`config.mk`:
```
export PLATFORM = sky130hd
export DESIGN_NAME = pdu_ctl_gen
export DESIGN_NICKNAME = d
export VERILOG_FILES = /design/src/rtl/pdu_pkg.sv /design/src/rtl/btn_pulse.sv /design/src/rtl/pdu_ctl_gen.sv
export SDC_FILE = /design/constraint.sdc
export NUM_CORES = 1
export LEC_CHECK = 0
export CAP_MARGIN = 40
export CORE_ASPECT_RATIO = 0.9
export CORE_UTILIZATION = 45
export DETAILED_ROUTE_END_ITERATION = 8
export PLACE_DENSITY = 0.78
export SLEW_MARGIN = 10
export SYNTH_ARGS = -nofsm -noshare
export SYNTH_HDL_FRONTEND = slang
export SYNTH_SLANG_ARGS = --single-unit
```
`constraint.sdc`:
```
create_clock -name clk -period 8.3 [get_ports clk]
set_input_delay 2.49 -clock clk [delete_from_list [all_inputs] [get_ports clk]]
set_output_delay 2.49 -clock clk [all_outputs]
set_load 0.02 [all_outputs]
```
`src/rtl/pdu_pkg.sv`:
```
// Shared encodings for the processor debug unit: run states, display modes,
// IO register addresses and the active-low hex-to-7-segment font.
package pdu_pkg;

  typedef enum logic [1:0] {
    ST_PAUSE = 2'd0,
    ST_RUN   = 2'd1,
    ST_STEP  = 2'd2
  } run_state_e;

  typedef enum logic [1:0] {
    DM_SEG = 2'd0,
    DM_PC  = 2'd1,
    DM_RF  = 2'd2,
    DM_DM  = 2'd3
  } disp_mode_e;

  localparam int IO_LED    = 'h00;
  localparam int IO_SEG    = 'h04;
  localparam int IO_STATUS = 'h08;
  localparam int IO_SWDATA = 'h0C;
  localparam int IO_BP     = 'h10;
  localparam int IO_BPEN   = 'h14;

  // Segment order {g,f,e,d,c,b,a}, a lit segment is 0.
  function automatic logic [6:0] hex7seg(input logic [3:0] nib);
    logic [6:0] r_code;
    case (nib)
      4'h0:    r_code = 7'h40;
      4'h1:    r_code = 7'h79;
      4'h2:    r_code = 7'h24;
      4'h3:    r_code = 7'h30;
      4'h4:    r_code = 7'h19;
      4'h5:    r_code = 7'h12;
      4'h6:    r_code = 7'h02;
      4'h7:    r_code = 7'h78;
      4'h8:    r_code = 7'h00;
      4'h9:    r_code = 7'h10;
      4'hA:    r_code = 7'h08;
      4'hB:    r_code = 7'h03;
      4'hC:    r_code = 7'h46;
      4'hD:    r_code = 7'h21;
      4'hE:    r_code = 7'h06;
      default: r_code = 7'h0E;
    endcase
    return r_code;
  endfunction

endpackage

```
`src/rtl/btn_pulse.sv`:
```
// Button conditioner: synchronises a raw button, accepts a new level only after
// DB_CYCLES stable cycles, and emits a single-cycle pulse when that level is 1.
module btn_pulse #(
  parameter int DB_CYCLES = 1000000
) (
  input  logic clk,
  input  logic rstn,
  input  logic i_btn,
  output logic o_pulse
);

  localparam int CW = $clog2(DB_CYCLES + 1);
  localparam logic [CW-1:0] CNT_MAX = CW'(DB_CYCLES);

  logic          r_meta;
  logic          r_sync;
  logic          r_cand;
  logic          r_level;
  logic [CW-1:0] r_cnt;

  always_ff @(posedge clk or negedge rstn) begin
    if (!rstn) begin
      r_meta  <= 1'b0;
      r_sync  <= 1'b0;
      r_cand  <= 1'b0;
      r_level <= 1'b0;
      r_cnt   <= '0;
      o_pulse <= 1'b0;
    end else begin
      r_meta  <= i_btn;
      r_sync  <= r_meta;
      o_pulse <= 1'b0;
      // Any change of the sampled level restarts the stability count.
      if (r_sync != r_cand) begin
        r_cand <= r_sync;
        r_cnt  <= CW'(1);
      end else if (r_cnt != CNT_MAX) begin
        r_cnt <= r_cnt + CW'(1);
      end
      if (r_cnt == CNT_MAX && r_level != r_cand) begin
        r_level <= r_cand;
        o_pulse <= r_cand;
      end
    end
  end

endmodule

```
`src/rtl/pdu_ctl_gen.sv`:
```
// Parametrised processor debug unit: run control, debounced buttons, IO
// register file and 7-segment scanning. Define PDU_BREAKPOINT_EN for the breakpoint.
module pdu_ctl_gen
  import pdu_pkg::*;
#(
  parameter int DW        = 32,
  parameter int AW        = 8,
  parameter int SW_W      = 16,
  parameter int LED_W     = 16,
  parameter int DIGITS    = 8,
  parameter int DB_CYCLES = 1000000,
  parameter int SCAN_DIV  = 100000
) (
  input  logic              clk,
  input  logic              rstn,
  input  logic              step,
  input  logic              cont,
  input  logic              chk,
  input  logic              ent,
  input  logic [SW_W-1:0]   hd,
  output logic              cpu_en,
  output logic              pause,
  output logic [LED_W-1:0]  led,
  output logic [DIGITS-1:0] an,
  output logic [7:0]        seg,
  input  logic [AW-1:0]     io_addr,
  input  logic [DW-1:0]     io_dout,
  input  logic              io_we,
  input  logic              io_rd,
  output logic [DW-1:0]     io_din,
  output logic [AW-1:0]     dbg_addr,
  input  logic [DW-1:0]     pc,
  input  logic [DW-1:0]     rf_data,
  input  logic [DW-1:0]     dm_data
);

  localparam int SCW  = (SCAN_DIV > 1) ? $clog2(SCAN_DIV) : 1;
  localparam int DGW  = (DIGITS > 1) ? $clog2(DIGITS) : 1;
  localparam int NIBS = DW / 4;

  logic w_step_p, w_cont_p, w_chk_p, w_ent_p;

  btn_pulse #(.DB_CYCLES(DB_CYCLES)) u_btn_step (.clk(clk), .rstn(rstn), .i_btn(step), .o_pulse(w_step_p));
  btn_pulse #(.DB_CYCLES(DB_CYCLES)) u_btn_cont (.clk(clk), .rstn(rstn), .i_btn(cont), .o_pulse(w_cont_p));
  btn_pulse #(.DB_CYCLES(DB_CYCLES)) u_btn_chk  (.clk(clk), .rstn(rstn), .i_btn(chk),  .o_pulse(w_chk_p));
  btn_pulse #(.DB_CYCLES(DB_CYCLES)) u_btn_ent  (.clk(clk), .rstn(rstn), .i_btn(ent),  .o_pulse(w_ent_p));

  run_state_e       r_state, w_state_nxt;
  disp_mode_e       r_mode, w_mode_nxt;
  logic             w_cpu_en, w_pause, w_bp_hit, w_wr, w_rd;
  logic [LED_W-1:0] r_led;
  logic [DW-1:0]    r_seg_reg;
  logic [SW_W-1:0]  r_sw_buf;
  logic             r_sw_valid;
  logic [DW-1:0]    w_rdata;

`ifdef PDU_BREAKPOINT_EN
  logic [DW-1:0] r_bp;
  logic          r_bp_en;

  // A hit parks the core in the same cycle, so the matching instruction never executes.
  assign w_bp_hit = (r_state == ST_RUN) && r_bp_en && (pc == r_bp);

  always_ff @(posedge clk or negedge rstn) begin
    if (!rstn) begin
      r_bp    <= '0;
      r_bp_en <= 1'b0;
    end else begin
      if (w_wr && io_addr == AW'(IO_BP))   r_bp    <= io_dout;
      if (w_wr && io_addr == AW'(IO_BPEN)) r_bp_en <= io_dout[0];
    end
  end
`else
  assign w_bp_hit = 1'b0;
`endif

  always_ff @(posedge clk or negedge rstn) begin
    if (!rstn) r_state <= ST_PAUSE;
    else       r_state <= w_state_nxt;
  end

  always_comb begin
    w_state_nxt = r_state;
    w_cpu_en    = 1'b0;
    w_pause     = 1'b1;
    unique case (r_state)
      ST_PAUSE: begin
        if (w_cont_p)      w_state_nxt = ST_RUN;
        else if (w_step_p) w_state_nxt = ST_STEP;
      end
      ST_RUN: begin
        w_cpu_en = !w_bp_hit;
        w_pause  = w_bp_hit;
        if (w_bp_hit || w_cont_p) w_state_nxt = ST_PAUSE;
      end
      ST_STEP: begin
        w_cpu_en    = 1'b1;
        w_state_nxt = ST_PAUSE;
      end
      default: w_state_nxt = ST_PAUSE;
    endcase
  end

  assign cpu_en   = w_cpu_en;
  assign pause    = w_pause;
  assign w_wr     = io_we && w_cpu_en;
  assign w_rd     = io_rd && w_cpu_en;
  assign led      = r_led;
  assign dbg_addr = AW'(hd);

  always_ff @(posedge clk or negedge rstn) begin
    if (!rstn) begin
      r_led      <= '0;
      r_seg_reg  <= '0;
      r_sw_buf   <= '0;
      r_sw_valid <= 1'b0;
    end else begin
      if (w_wr && io_addr == AW'(IO_LED)) r_led     <= io_dout[LED_W-1:0];
      if (w_wr && io_addr == AW'(IO_SEG)) r_seg_reg <= io_dout;
      // A commit in the same cycle as the consuming read keeps the new data valid.
      if (w_ent_p) begin
        r_sw_buf   <= hd;
        r_sw_valid <= 1'b1;
      end else if (w_rd && io_addr == AW'(IO_SWDATA)) begin
        r_sw_valid <= 1'b0;
      end
    end
  end

  always_comb begin
    w_rdata = '0;
    if (io_addr == AW'(IO_LED))         w_rdata = DW'(r_led);
    else if (io_addr == AW'(IO_SEG))    w_rdata = r_seg_reg;
    else if (io_addr == AW'(IO_STATUS)) w_rdata = DW'(r_sw_valid);
    else if (io_addr == AW'(IO_SWDATA)) w_rdata = DW'(r_sw_buf);
`ifdef PDU_BREAKPOINT_EN
    else if (io_addr == AW'(IO_BP))     w_rdata = r_bp;
    else if (io_addr == AW'(IO_BPEN))   w_rdata = DW'(r_bp_en);
`endif
  end

  assign io_din = w_rdata;

  always_comb begin
    unique case (r_mode)
      DM_SEG:  w_mode_nxt = DM_PC;
      DM_PC:   w_mode_nxt = DM_RF;
      DM_RF:   w_mode_nxt = DM_DM;
      default: w_mode_nxt = DM_SEG;
    endcase
  end

  always_ff @(posedge clk or negedge rstn) begin
    if (!rstn)        r_mode <= DM_SEG;
    else if (w_chk_p) r_mode <= w_pause ? w_mode_nxt : DM_SEG;
  end

  logic [SCW-1:0]    r_scan_cnt;
  logic [DGW-1:0]    r_digit;
  logic [DIGITS-1:0] r_an;
  logic [7:0]        r_seg;
  logic [DW-1:0]     w_shown;
  logic [3:0]        w_nib;
  logic              w_blank;

  always_comb begin
    unique case (r_mode)
      DM_SEG:  w_shown = r_seg_reg;
      DM_PC:   w_shown = pc;
      DM_RF:   w_shown = rf_data;
      default: w_shown = dm_data;
    endcase
  end

  assign w_nib   = 4'(w_shown >> {r_digit, 2'b00});
  assign w_blank = (int'(r_digit) >= NIBS);

  always_ff @(posedge clk or negedge rstn) begin
    if (!rstn) begin
      r_scan_cnt <= '0;
      r_digit    <= '0;
      r_an       <= '1;
      r_seg      <= 8'hFF;
    end else begin
      if (r_scan_cnt == SCW'(SCAN_DIV - 1)) begin
        r_scan_cnt <= '0;
        r_digit    <= (r_digit == DGW'(DIGITS - 1)) ? '0 : r_digit + DGW'(1);
      end else begin
        r_scan_cnt <= r_scan_cnt + SCW'(1);
      end
      r_an  <= ~(DIGITS'(1) << r_digit);
      r_seg <= w_blank ? 8'hFF : {1'b1, hex7seg(w_nib)};
    end
  end

  assign an  = r_an;
  assign seg = r_seg;

endmodule
```
**Word level (Yosys, flattened, before mapping)**

Memories as Yosys holds them, arrays and structs flattened. A register that Yosys moved wholly into a read port is not among the register bits.
Cells that the tools add are included.
W data, S select, Z words.

- Memories: 1
- Output and inout port bits: 74
- Bits of input ports: 160
- Register bits after elaboration: 197
- Word-level logic and storage cells: 119
- Memory bits (read-only): 112

- Add/subtract/negate cells: 6
- Reductions and logical operators: 20
- Bitwise operators: 1
- Shift-type cells: 2
- Equal/unequal tests: 27
- Multiplexer cells: 29

Memory list:

| memory | words | width | rd ports | clocked after memory_dff | wr ports | line | RTL |
|---|---|---|---|---|---|---|---|
| (no name shown) | 16 | 7 | 1 | 1 | 0 | pdu_pkg.sv:28 | `case (nib)` |

Operators by type and width:

| cell | number |
|---|---|
| $mux W20 | 8 |
| $pmux W32 S3 | 1 |
| $add A20 B1 Y20 const B | 4 |
| $eq A20 B20 Y1 const B | 4 |
| $ne A20 B20 Y1 const B | 4 |
| $mux W32 | 2 |
| $mux W16 | 2 |
| $shr A32 B5 Y4 | 1 |
| $add A17 B1 Y17 const B | 1 |
| $eq A17 B17 Y1 const B | 1 |
| $mux W17 | 1 |
| $eq A8 B4 Y1 const B | 2 |
| $reduce_bool A2 Y1 | 5 |
| $logic_and A1 B1 Y1 | 9 |
| $eq A8 B3 Y1 const B | 1 |
| $logic_not A8 Y1 | 1 |
| $mux W1 | 8 |
| $mux W2 | 4 |
| $ne A1 B1 Y1 | 8 |
| $not A8 Y8 | 1 |
| $shl A1 B3 Y8 const A | 1 |
| $pmux W2 S3 | 1 |
| $eq A2 B1 Y1 const B | 2 |
| $eq A2 B2 Y1 const B | 2 |
| other kinds (10) | 11 |

**Longest topological paths before layout**

Gate-level depths: netlist of run 1.

- Word-level depth: 7
- Depth in mapped cells: 13
- Gate-level depth less buffers: 11

**Modules after synthesis**

A second synthesis of run 1 with hierarchy kept.

- Cell total of the unflattened synthesis: 1069
- Area total of the unflattened synthesis: 11046.8 um^2

By module, submodules not included:

| module | cells an instance | times used | area each (um^2) | sequential area each (um^2) |
|---|---|---|---|---|
| pdu_ctl_gen | 556 | 1 | 6027.0 | 2621.3 |
| btn_pulse (u_btn_chk ...) | 131 | 3 | 1263.7 | 625.6 |
| btn_pulse (u_btn_ent) | 120 | 1 | 1228.7 | 625.6 |

**Worst setup path after synthesis of run 1**

No wires, ideal clock.

- Path kind: in2out
- Start: in io_addr[2]
- End: out io_din[10]
- Arrival: 3.943 ns
- Stages: 6
- Buffers on the path: 3
- Path slack: 1.867 ns
- Data required time: 5.810 ns
- Cell sequence: clkbuf_1 -> and2_1 -> clkbuf_1 -> clkbuf_1 -> a21oi_1 -> nor2_1

- Word-level cells in the longest chain between the ends: 5
- Elaborated cells between the ends (all ways): 8
- Classes of those cells: eq/ne (3); mux (4); reduce/logical (1)

RTL lines:

| what | line | RTL |
|---|---|---|
| from (decl) | pdu_ctl_gen.sv:26 | `input logic [AW-1:0] io_addr,` |
| $eq A8 B4 Y1 | pdu_ctl_gen.sv:135 | `else if (io_addr == AW'(IO_SWDATA)) w_rdata = DW'(r_sw_buf);` |
| $mux W16 | pdu_ctl_gen.sv:135 |  |
| $mux W16 | pdu_ctl_gen.sv:134 | `else if (io_addr == AW'(IO_STATUS)) w_rdata = DW'(r_sw_valid);` |
| $mux W32 | pdu_ctl_gen.sv:133 | `else if (io_addr == AW'(IO_SEG)) w_rdata = r_seg_reg;` |
| $mux W32 (*) | pdu_ctl_gen.sv:132 | `if (io_addr == AW'(IO_LED)) w_rdata = DW'(r_led);` |
| to (decl) | pdu_ctl_gen.sv:30 | `output logic [DW-1:0] io_din,` |

Every way passes the cells marked *; elsewhere a longest branch is shown, timed or not.

**Worst setup path in the final report of run 1**

- Start: in io_addr[5]
- End: out io_din[30]

- Word-level cells in the longest chain between the ends: 3
- Elaborated cells between the ends (all ways): 4
- Classes of those cells: eq/ne (1); mux (2); reduce/logical (1)

RTL lines:

| what | line |
|---|---|
| $eq A8 B3 Y1 | pdu_ctl_gen.sv:133 |
| $mux W32 | pdu_ctl_gen.sv:133 |
| $mux W32 (*) | pdu_ctl_gen.sv:132 |

Marks and branches as above.

==> impl_metrics.xml, run 1 <==
<?xml version="1.0" encoding="UTF-8"?>
<metrics>
  <group name="status">
    <metric name="outcome" unit="">finished, final reports clean</metric>
  </group>
  <group name="logic_synthesis">
    <metric name="yosysTopAreaCellShare" unit="%">44.2</metric>
    <metric name="syn_nets" unit="">1193</metric>
    <metric name="synthesis.instances" unit="">1006</metric>
    <metric name="synth_edf_count" unit="">0</metric>
    <metric name="yosysSeqAreaShare" unit="%">47.9</metric>
    <metric name="synth.cell_area" unit="sq um">10700</metric>
    <metric name="synth.top_cells.by_area" unit="">sky130_fd_sc_hd__dfrtp_1, sky130_fd_sc_hd__mux2_2, sky130_fd_sc_hd__nor2_1</metric>
    <metric name="cell_with_the_most_instances_after_synthesis" unit="">sky130_fd_sc_hd__dfrtp_1</metric>
    <metric name="ys.warnings.count" unit="">0</metric>
    <metric name="postSynthAreaPerCell" unit="sq um">10.6</metric>
    <metric name="proportion_of_synthesized_flip_flops_having_asynchronous_set_or_reset" unit="%">100</metric>
    <metric name="post_synth_top_cells" unit="">sky130_fd_sc_hd__dfrtp_1, sky130_fd_sc_hd__nor2_1, sky130_fd_sc_hd__nand2_1</metric>
    <metric name="synth_cell_types" unit="">61</metric>
    <metric name="yosys_register_bits" unit="">204</metric>
    <metric name="synth_area_leader_cell" unit="">sky130_fd_sc_hd__dfrtp_1</metric>
    <metric name="postSynth.topFlopCell" unit="">sky130_fd_sc_hd__dfrtp_1</metric>
  </group>
  <group name="worst_setup_path">
    <metric name="crit_end_element" unit="">primary output</metric>
    <metric name="critical_path.max_fanout" unit="">18</metric>
    <metric name="worst_setup_path_startpoint" unit="">io_addr[5]</metric>
    <metric name="worst_r2r_path_depth" unit="">10</metric>
    <metric name="data_arrival_time_of_the_worst_path" unit="ps">4960</metric>
    <metric name="data_required_time_at_the_worst_endpoint" unit="ps">5810</metric>
    <metric name="setup.reg_to_reg.worst_slack" unit="ps">4660</metric>
    <metric name="crit-reg2reg-launch" unit="">r_mode[0]</metric>
    <metric name="timing.setup.critical_path_class" unit="">input port to primary output</metric>
    <metric name="cp-start-kind" unit="">input port</metric>
    <metric name="rr_endpoint" unit="">seg[3]</metric>
  </group>
  <group name="pwr">
    <metric name="power_frac_comb" unit="%">7.9</metric>
    <metric name="leakage" unit="nW">5.94</metric>
    <metric name="switching_power" unit="mW">0.500</metric>
    <metric name="report.power.total" unit="mW">2.25</metric>
    <metric name="pwr-share-clk" unit="%">46.3</metric>
    <metric name="design_internal_power" unit="mW">1.75</metric>
    <metric name="power-per-cell-area" unit="nW/um^2">161</metric>
    <metric name="power.ir.vdd_worst" unit="mV">0.122</metric>
    <metric name="power.share.switching" unit="%">22.2</metric>
    <metric name="share_seq_of_total_power" unit="%">45.7</metric>
  </group>
  <group name="cts">
    <metric name="cts.root.buffer_cell" unit="">sky130_fd_sc_hd__clkbuf_16</metric>
    <metric name="clock_tree.buffer_depth" unit="">3</metric>
    <metric name="cts_htree_levels" unit="">1</metric>
    <metric name="insertion_delay" unit="ps">500</metric>
    <metric name="cts_tree" unit="">yes</metric>
    <metric name="cts_resized" unit="">0</metric>
    <metric name="total_clock_buffers_created_by_cts" unit="">23</metric>
    <metric name="clock-sinks" unit="">204</metric>
    <metric name="post-cts-setup-buffers" unit="">0</metric>
    <metric name="holdBufCountCts" unit="">0</metric>
    <metric name="clk_transition_reported_paths" unit="ps">50</metric>
  </group>
  <group name="cells_and_area">
    <metric name="final_design_area_no_fill" unit="sq um">14000</metric>
    <metric name="post_layout_nonfiller_instances" unit="">1537</metric>
    <metric name="num_antenna_cells" unit="">0</metric>
    <metric name="areaGrowthSynthToFinish" unit="%">30.9</metric>
    <metric name="nNetsFinal" unit="">1406</metric>
    <metric name="largest_register_ff_count" unit="">32</metric>
    <metric name="drive_gt1_share" unit="%">13.6</metric>
    <metric name="num-fill-cells" unit="">1946</metric>
  </group>
  <group name="global_route">
    <metric name="initial_antenna_violation_count" unit="">1</metric>
    <metric name="vias_in_the_first_global_route" unit="">8204</metric>
    <metric name="grt_first_pass_wirelength" unit="mm">43.9</metric>
    <metric name="grt_max_degree" unit="">65</metric>
    <metric name="grt.total_usage" unit="%">23.0</metric>
    <metric name="grt.overflow.total" unit="">0</metric>
  </group>
  <group name="sta">
    <metric name="setup_total_negative_slack" unit="ps">0</metric>
    <metric name="hold_viol_final" unit="">0</metric>
    <metric name="finalMaxSlewViolations" unit="">0</metric>
    <metric name="setup_viol_count_final" unit="">0</metric>
    <metric name="skew" unit="ps">10.1</metric>
    <metric name="period_minus_slack" unit="ps">7450</metric>
    <metric name="final_min_period_over_clock_period" unit="%">89.7</metric>
    <metric name="worstMarginPinSlew" unit="ps">932</metric>
    <metric name="timing.max_slew.rel_slack" unit="%">37.4</metric>
    <metric name="grt_setup_unrepaired" unit="">false</metric>
    <metric name="timing.fmax" unit="MHz">134</metric>
  </group>
  <group name="placed_design">
    <metric name="postPlaceCellArea" unit="sq um">13200</metric>
    <metric name="dp_hpwl" unit="mm">21.0</metric>
    <metric name="final_estimated_routing_congestion_in_global_placement" unit="">1.04</metric>
    <metric name="placement.io_buffers" unit="">232</metric>
    <metric name="dp_cells" unit="">1496</metric>
  </group>
  <group name="run">
    <metric name="cap_viol_max_count" unit="">0</metric>
  </group>
  <group name="min_path">
    <metric name="hold_start" unit="">u_btn_chk.r_meta</metric>
    <metric name="min-delay-path-class" unit="">register to register</metric>
    <metric name="hold-path-endpoint" unit="">u_btn_chk.r_sync</metric>
    <metric name="hold-path-cell-count" unit="">0</metric>
  </group>
  <group name="floorplanning">
    <metric name="io_pins" unit="">234</metric>
    <metric name="die-area" unit="sq um">24400</metric>
    <metric name="placement_rows" unit="">53</metric>
    <metric name="floorplan.core_area" unit="sq um">23300</metric>
    <metric name="die_w" unit="microns">165</metric>
    <metric name="die_height" unit="microns">148</metric>
    <metric name="initial_core_util" unit="%">45.9</metric>
  </group>
  <group name="detailed_routing">
    <metric name="vias_per_cell" unit="">5.41</metric>
    <metric name="first_pass_iters" unit="">6</metric>
    <metric name="post-route-drc-count" unit="">0</metric>
    <metric name="route.vias.total" unit="">8314</metric>
    <metric name="route.final.wire_length" unit="mm">28.3</metric>
    <metric name="drt-wirelength-per-cell" unit="microns">18.4</metric>
    <metric name="initialDrtViolationCount" unit="">560</metric>
    <metric name="drt.antenna.violating_nets" unit="">0</metric>
  </group>
</metrics>
-- routing by layer --
layer / wire [microns] / track usage [%] / vias up
met3: 1790 / 3.68 / 47
met4: 827 / 7.48 / 0
met5: 0 / 0 / -
met2: 14000 / 39.9 / 263
li1: - / - / 3965
met1: 11700 / 29.3 / 4039
-- cell families (layout without fill, tap and decap cells) --
group	count (synthesis)	in the layout	share of synthesized area, %
buffers and inverters	90	319	4.63
other	1	1	0.0350
xor gates and xnor gates	80	80	6.55
muxes	111	111	12.2
DFF	204	204	47.9
adders and majority gates	27	27	3.16
AOI/OAI and AO/OA	120	120	7.90
and+or+nand+nor	373	373	17.7
-- per-stage QoR --
stage          setup WS [ps]  utilization, %  hold slack [ps]
6_report                 852            60.0              348
5_1_grt                  746            60.0              353
4_1_cts                  825            60.0              351
3_5_place_dp             839            56.6              338
3_3_place_gp             868            56.2              335
2_1_floorplan           1870               -              331
-- layout make-up --
class                   instances  area [sq um]  share of cell area, %
clock inverters                10           110                  0.786
repair buffers                249          2520                   18.0
clock buffers                  31           686                   4.89
well taps                     302           378                   2.70
flip-flops and latches        204          5120                   36.6
multi-input cells             712          5090                   36.3
inverters                      29           109                  0.777
-- cell usage in the layout (no fill, tap or decap), types with 22 or more instances in the layout --
cell type                           n
sky130_fd_sc_hd__a21oi_1           40
sky130_fd_sc_hd__and2_1            22
sky130_fd_sc_hd__clkbuf_16         23
sky130_fd_sc_hd__clkdlybuf4s50_1  231
sky130_fd_sc_hd__dfrtp_1          189
sky130_fd_sc_hd__ha_1              27
sky130_fd_sc_hd__inv_1             27
sky130_fd_sc_hd__mux2_2            70
sky130_fd_sc_hd__mux2i_1           29
sky130_fd_sc_hd__nand2_1           72
sky130_fd_sc_hd__nand3_1           40
sky130_fd_sc_hd__nor2_1           127
sky130_fd_sc_hd__xnor2_1           29
sky130_fd_sc_hd__xor2_1            51
-- critical path: stages --
cell	delay [ps]
sky130_fd_sc_hd__clkdlybuf4s50_1	450
sky130_fd_sc_hd__nor4_4	310
sky130_fd_sc_hd__nand2_2	310
sky130_fd_sc_hd__nor3b_4	340
sky130_fd_sc_hd__buf_4	280
sky130_fd_sc_hd__and2_1	160
sky130_fd_sc_hd__clkdlybuf4s50_1	600
-- power by group through the flow --
stage	Clock, mW	Combinational (mW)	Sequential [mW]
2_1_floorplan	0	0.0645	1.04
3_3_place_gp	0	0.175	1.05
3_5_place_dp	0	0.180	1.05
4_1_cts	1.07	0.181	1.03
5_1_grt	1.11	0.198	1.03
6_report	1.04	0.178	1.03
-- worst max path at each step --
stage	endpoint	slack, ps	depth (start not counted)
final	io_din[30]	850	7
after global routing	io_din[26]	750	7
after CTS	io_din[30]	820	7
after detailed placement	io_din[24]	840	7
after global placement	io_din[30]	870	7
after floorplan	io_din[10]	1870	6
(Power assumes the default switching activity.)
==> run 2: changes to the inputs <==
- SYNTH_HIERARCHICAL: not set -> 1
==> run 2 against run 1 <==
Net effect:
- sequential share of layout area fell by 0.93 points
- critical path depth did not move
- setup slack improved by 84 ps
- critical endpoint is now io_din[27]
- largest cell class is now multi-input combinational cells
- largest power group unchanged
==> impl_metrics.xml, run 2 <==
<?xml version="1.0" encoding="UTF-8"?>
<metrics>
  <group name="cells_and_area">
    <metric name="largest_register_ff_count" unit="">32</metric>
    <metric name="drive_gt1_share" unit="%">11.4</metric>
    <metric name="final_design_area_no_fill" unit="sq um">14400</metric>
    <metric name="finalCoreUtilization" unit="%">59.5</metric>
    <metric name="layout_common_cells" unit="">sky130_fd_sc_hd__clkdlybuf4s50_1, sky130_fd_sc_hd__dfrtp_1, sky130_fd_sc_hd__nor2_1</metric>
    <metric name="nNetsFinal" unit="">1472</metric>
    <metric name="mostFrequentLayoutCell" unit="">sky130_fd_sc_hd__clkdlybuf4s50_1</metric>
    <metric name="areaGrowthSynthToFinish" unit="%">30.2</metric>
  </group>
  <group name="global_route">
    <metric name="met3_global_route_usage" unit="%">3.63</metric>
    <metric name="gr-max-usage-layer" unit="">met2</metric>
    <metric name="grt.total_usage" unit="%">23.4</metric>
    <metric name="initial_antenna_violation_count" unit="">1</metric>
    <metric name="grt_max_degree" unit="">84</metric>
    <metric name="met1_track_demand_over_resource_in_global_routing" unit="%">30.0</metric>
    <metric name="grt_first_pass_wirelength" unit="mm">46.8</metric>
    <metric name="global_route.usage.met2" unit="%">40.6</metric>
    <metric name="grt.overflow.total" unit="">0</metric>
    <metric name="vias_in_the_first_global_route" unit="">8872</metric>
  </group>
  <group name="logic_synthesis">
    <metric name="synth_cell_types" unit="">74</metric>
    <metric name="syn_nets" unit="">1256</metric>
    <metric name="synth_edf_count" unit="">0</metric>
    <metric name="cell_with_the_most_instances_after_synthesis" unit="">sky130_fd_sc_hd__dfrtp_1</metric>
    <metric name="synth.cell_area" unit="sq um">11000</metric>
    <metric name="yosysTopAreaCellShare" unit="%">42.8</metric>
    <metric name="yosys_register_bits" unit="">204</metric>
    <metric name="post_synth_top_cells" unit="">sky130_fd_sc_hd__dfrtp_1, sky130_fd_sc_hd__nor2_1, sky130_fd_sc_hd__a21oi_1</metric>
    <metric name="yosysSeqAreaShare" unit="%">46.4</metric>
    <metric name="synth.top_cells.by_area" unit="">sky130_fd_sc_hd__dfrtp_1, sky130_fd_sc_hd__dfstp_2, sky130_fd_sc_hd__mux2_1</metric>
    <metric name="synth_area_leader_cell" unit="">sky130_fd_sc_hd__dfrtp_1</metric>
    <metric name="postSynthAreaPerCell" unit="sq um">10.3</metric>
    <metric name="postSynth.topFlopCell" unit="">sky130_fd_sc_hd__dfrtp_1</metric>
    <metric name="proportion_of_synthesized_flip_flops_having_asynchronous_set_or_reset" unit="%">100</metric>
    <metric name="ys.warnings.count" unit="">6</metric>
    <metric name="synthesis.instances" unit="">1069</metric>
  </group>
  <group name="worst_setup_path">
    <metric name="worst_r2r_path_depth" unit="">10</metric>
    <metric name="rr_endpoint" unit="">seg[3]</metric>
    <metric name="data_required_time_at_the_worst_endpoint" unit="ps">5810</metric>
    <metric name="crit-reg2reg-launch" unit="">r_digit[0]</metric>
    <metric name="cp_common_cell" unit="">sky130_fd_sc_hd__clkdlybuf4s50_1</metric>
    <metric name="critPathTopFamily" unit="">buffers and inverters</metric>
    <metric name="critical_path.max_fanout" unit="">18</metric>
    <metric name="setup.reg_to_reg.worst_slack" unit="ps">4920</metric>
    <metric name="worst_path_cell_with_the_longest_stage_delay" unit="">sky130_fd_sc_hd__clkdlybuf4s50_1</metric>
    <metric name="critical_path_buf_inv_count" unit="">3</metric>
    <metric name="crit_chain" unit="">clkdlybuf4s50_1 &gt; nor4_2 &gt; nand2_2 &gt; nor3b_2 &gt; buf_4 &gt; and2_1 &gt; clkdlybuf4s50_1</metric>
    <metric name="timing.setup.critical_path_class" unit="">input port to primary output</metric>
    <metric name="crit_end_element" unit="">primary output</metric>
    <metric name="cp.depth" unit="">7</metric>
    <metric name="cp-start-kind" unit="">input port</metric>
    <metric name="data_arrival_time_of_the_worst_path" unit="ps">4870</metric>
    <metric name="max_stage_delay" unit="ps">620</metric>
  </group>
  <group name="sta">
    <metric name="finalMaxSlewViolations" unit="">0</metric>
    <metric name="period_minus_slack" unit="ps">7360</metric>
    <metric name="timing.max_slew.rel_slack" unit="%">47.3</metric>
    <metric name="hold_viol_final" unit="">0</metric>
    <metric name="setup_viol_count_final" unit="">0</metric>
    <metric name="worstMarginPinSlew" unit="ps">790</metric>
    <metric name="skew" unit="ps">13.0</metric>
    <metric name="grt_setup_unrepaired" unit="">false</metric>
    <metric name="setup_total_negative_slack" unit="ps">0</metric>
    <metric name="final_min_period_over_clock_period" unit="%">88.7</metric>
    <metric name="timing.fmax" unit="MHz">136</metric>
  </group>
  <group name="min_path">
    <metric name="hold_start" unit="">u_btn_ent/r_meta</metric>
    <metric name="hold-path-endpoint" unit="">u_btn_ent/r_sync</metric>
    <metric name="min-delay-path-class" unit="">register to register</metric>
    <metric name="hold-path-cell-count" unit="">0</metric>
  </group>
  <group name="cts">
    <metric name="clk_transition_reported_paths" unit="ps">50</metric>
    <metric name="cts_resized" unit="">0</metric>
    <metric name="holdBufCountCts" unit="">0</metric>
    <metric name="insertion_delay" unit="ps">510</metric>
    <metric name="cts_htree_levels" unit="">1</metric>
    <metric name="cts.root.buffer_cell" unit="">sky130_fd_sc_hd__clkbuf_16</metric>
    <metric name="clock_tree.buffer_depth" unit="">3</metric>
    <metric name="clock-sinks" unit="">204</metric>
    <metric name="total_clock_buffers_created_by_cts" unit="">23</metric>
    <metric name="post-cts-setup-buffers" unit="">0</metric>
    <metric name="cts_tree" unit="">yes</metric>
  </group>
  <group name="pwr">
    <metric name="power-per-cell-area" unit="nW/um^2">158</metric>
    <metric name="power.share.switching" unit="%">22.5</metric>
    <metric name="report.power.total" unit="mW">2.27</metric>
    <metric name="switching_power" unit="mW">0.510</metric>
    <metric name="share_seq_of_total_power" unit="%">45.4</metric>
    <metric name="pwr-share-clk" unit="%">46.3</metric>
    <metric name="power_frac_comb" unit="%">8.4</metric>
    <metric name="power.ir.vdd_worst" unit="mV">0.110</metric>
    <metric name="design_internal_power" unit="mW">1.76</metric>
    <metric name="leakage" unit="nW">6.03</metric>
  </group>
  <group name="placed_design">
    <metric name="placement.io_buffers" unit="">232</metric>
    <metric name="dp_hpwl" unit="mm">21.9</metric>
    <metric name="postPlaceCellArea" unit="sq um">13600</metric>
    <metric name="final_estimated_routing_congestion_in_global_placement" unit="">0.879</metric>
  </group>
  <group name="detailed_routing">
    <metric name="post-route-drc-count" unit="">0</metric>
    <metric name="drt.antenna.violating_nets" unit="">0</metric>
    <metric name="vias_per_cell" unit="">5.66</metric>
    <metric name="initialDrtViolationCount" unit="">668</metric>
    <metric name="route.final.wire_length" unit="mm">29.8</metric>
    <metric name="route.vias.total" unit="">9112</metric>
    <metric name="first_pass_iters" unit="">7</metric>
    <metric name="drt-wirelength-per-cell" unit="microns">18.5</metric>
  </group>
  <group name="floorplanning">
    <metric name="floorplan.core_area" unit="sq um">24200</metric>
    <metric name="initial_core_util" unit="%">45.7</metric>
    <metric name="die_w" unit="microns">167</metric>
    <metric name="die-area" unit="sq um">25200</metric>
    <metric name="io_pins" unit="">234</metric>
    <metric name="placement_rows" unit="">54</metric>
    <metric name="die_height" unit="microns">151</metric>
  </group>
  <group name="status">
    <metric name="outcome" unit="">finished, final reports clean</metric>
  </group>
  <group name="run">
    <metric name="cap_viol_max_count" unit="">0</metric>
  </group>
</metrics>
-- run 2: cell families (layout without fill, tap and decap cells) --
logic type	count (synthesis)	in the layout	share of synthesized area, %
simple gates	381	381	18.9
compound gates	202	202	11.5
xor+xnor	54	54	4.28
mux	111	111	11.7
buf+inv	89	322	4.16
other cells	1	2	0.0339
fa+ha+maj	27	27	3.06
flops	204	204	46.4
-- run 2: final cells by class --
cell class | count | area, sq um
clock inverters | 11 | 135
inverters | 31 | 118
well taps | 308 | 385
multi-input cells | 776 | 5470
repair buffers | 249 | 2490
diodes | 1 | 2.50
clock buffers | 31 | 656
flip-flops and latches | 204 | 5120
fillers | 2016 | 9810
-- run 2: power by group through the flow --
stage                     Clock (mW)  Sequential, mW  Combinational, mW
final                           1.05            1.03              0.190
after global placement             0            1.05              0.186
after CTS                       1.08            1.03              0.192
after floorplan                    0            1.04             0.0694
after global routing            1.12            1.03              0.210
after detailed placement           0            1.05              0.191
-- run 2: worst max path at each step --
| stage | to | startpoint | slack, ps |
|---|---|---|---|
| after floorplan | io_din[10] | io_addr[2] | 1960 |
| after global placement | io_din[27] | io_addr[5] | 1030 |
| after detailed placement | io_din[27] | io_addr[5] | 950 |
| after CTS | io_din[27] | io_addr[5] | 960 |
| after global routing | io_din[24] | io_addr[5] | 840 |
| final | io_din[27] | io_addr[5] | 940 |
-- run 2: metrics by stage --
stage                     hold slack, ps  instances  setup slack [ps]
after floorplan                      331       1069              1960
after global placement               332       1565              1030
after detailed placement             342       1568               955
after CTS                            357       1610               955
after global routing                 361       1611               844
final                                353       1611               937
-- run 2: layer usage --
layer | routed length (microns) | share of wire [%]
met5 | 0 | 0
met4 | 858 | 2.9
met3 | 1700 | 5.7
met2 | 14400 | 48
met1 | 12800 | 43
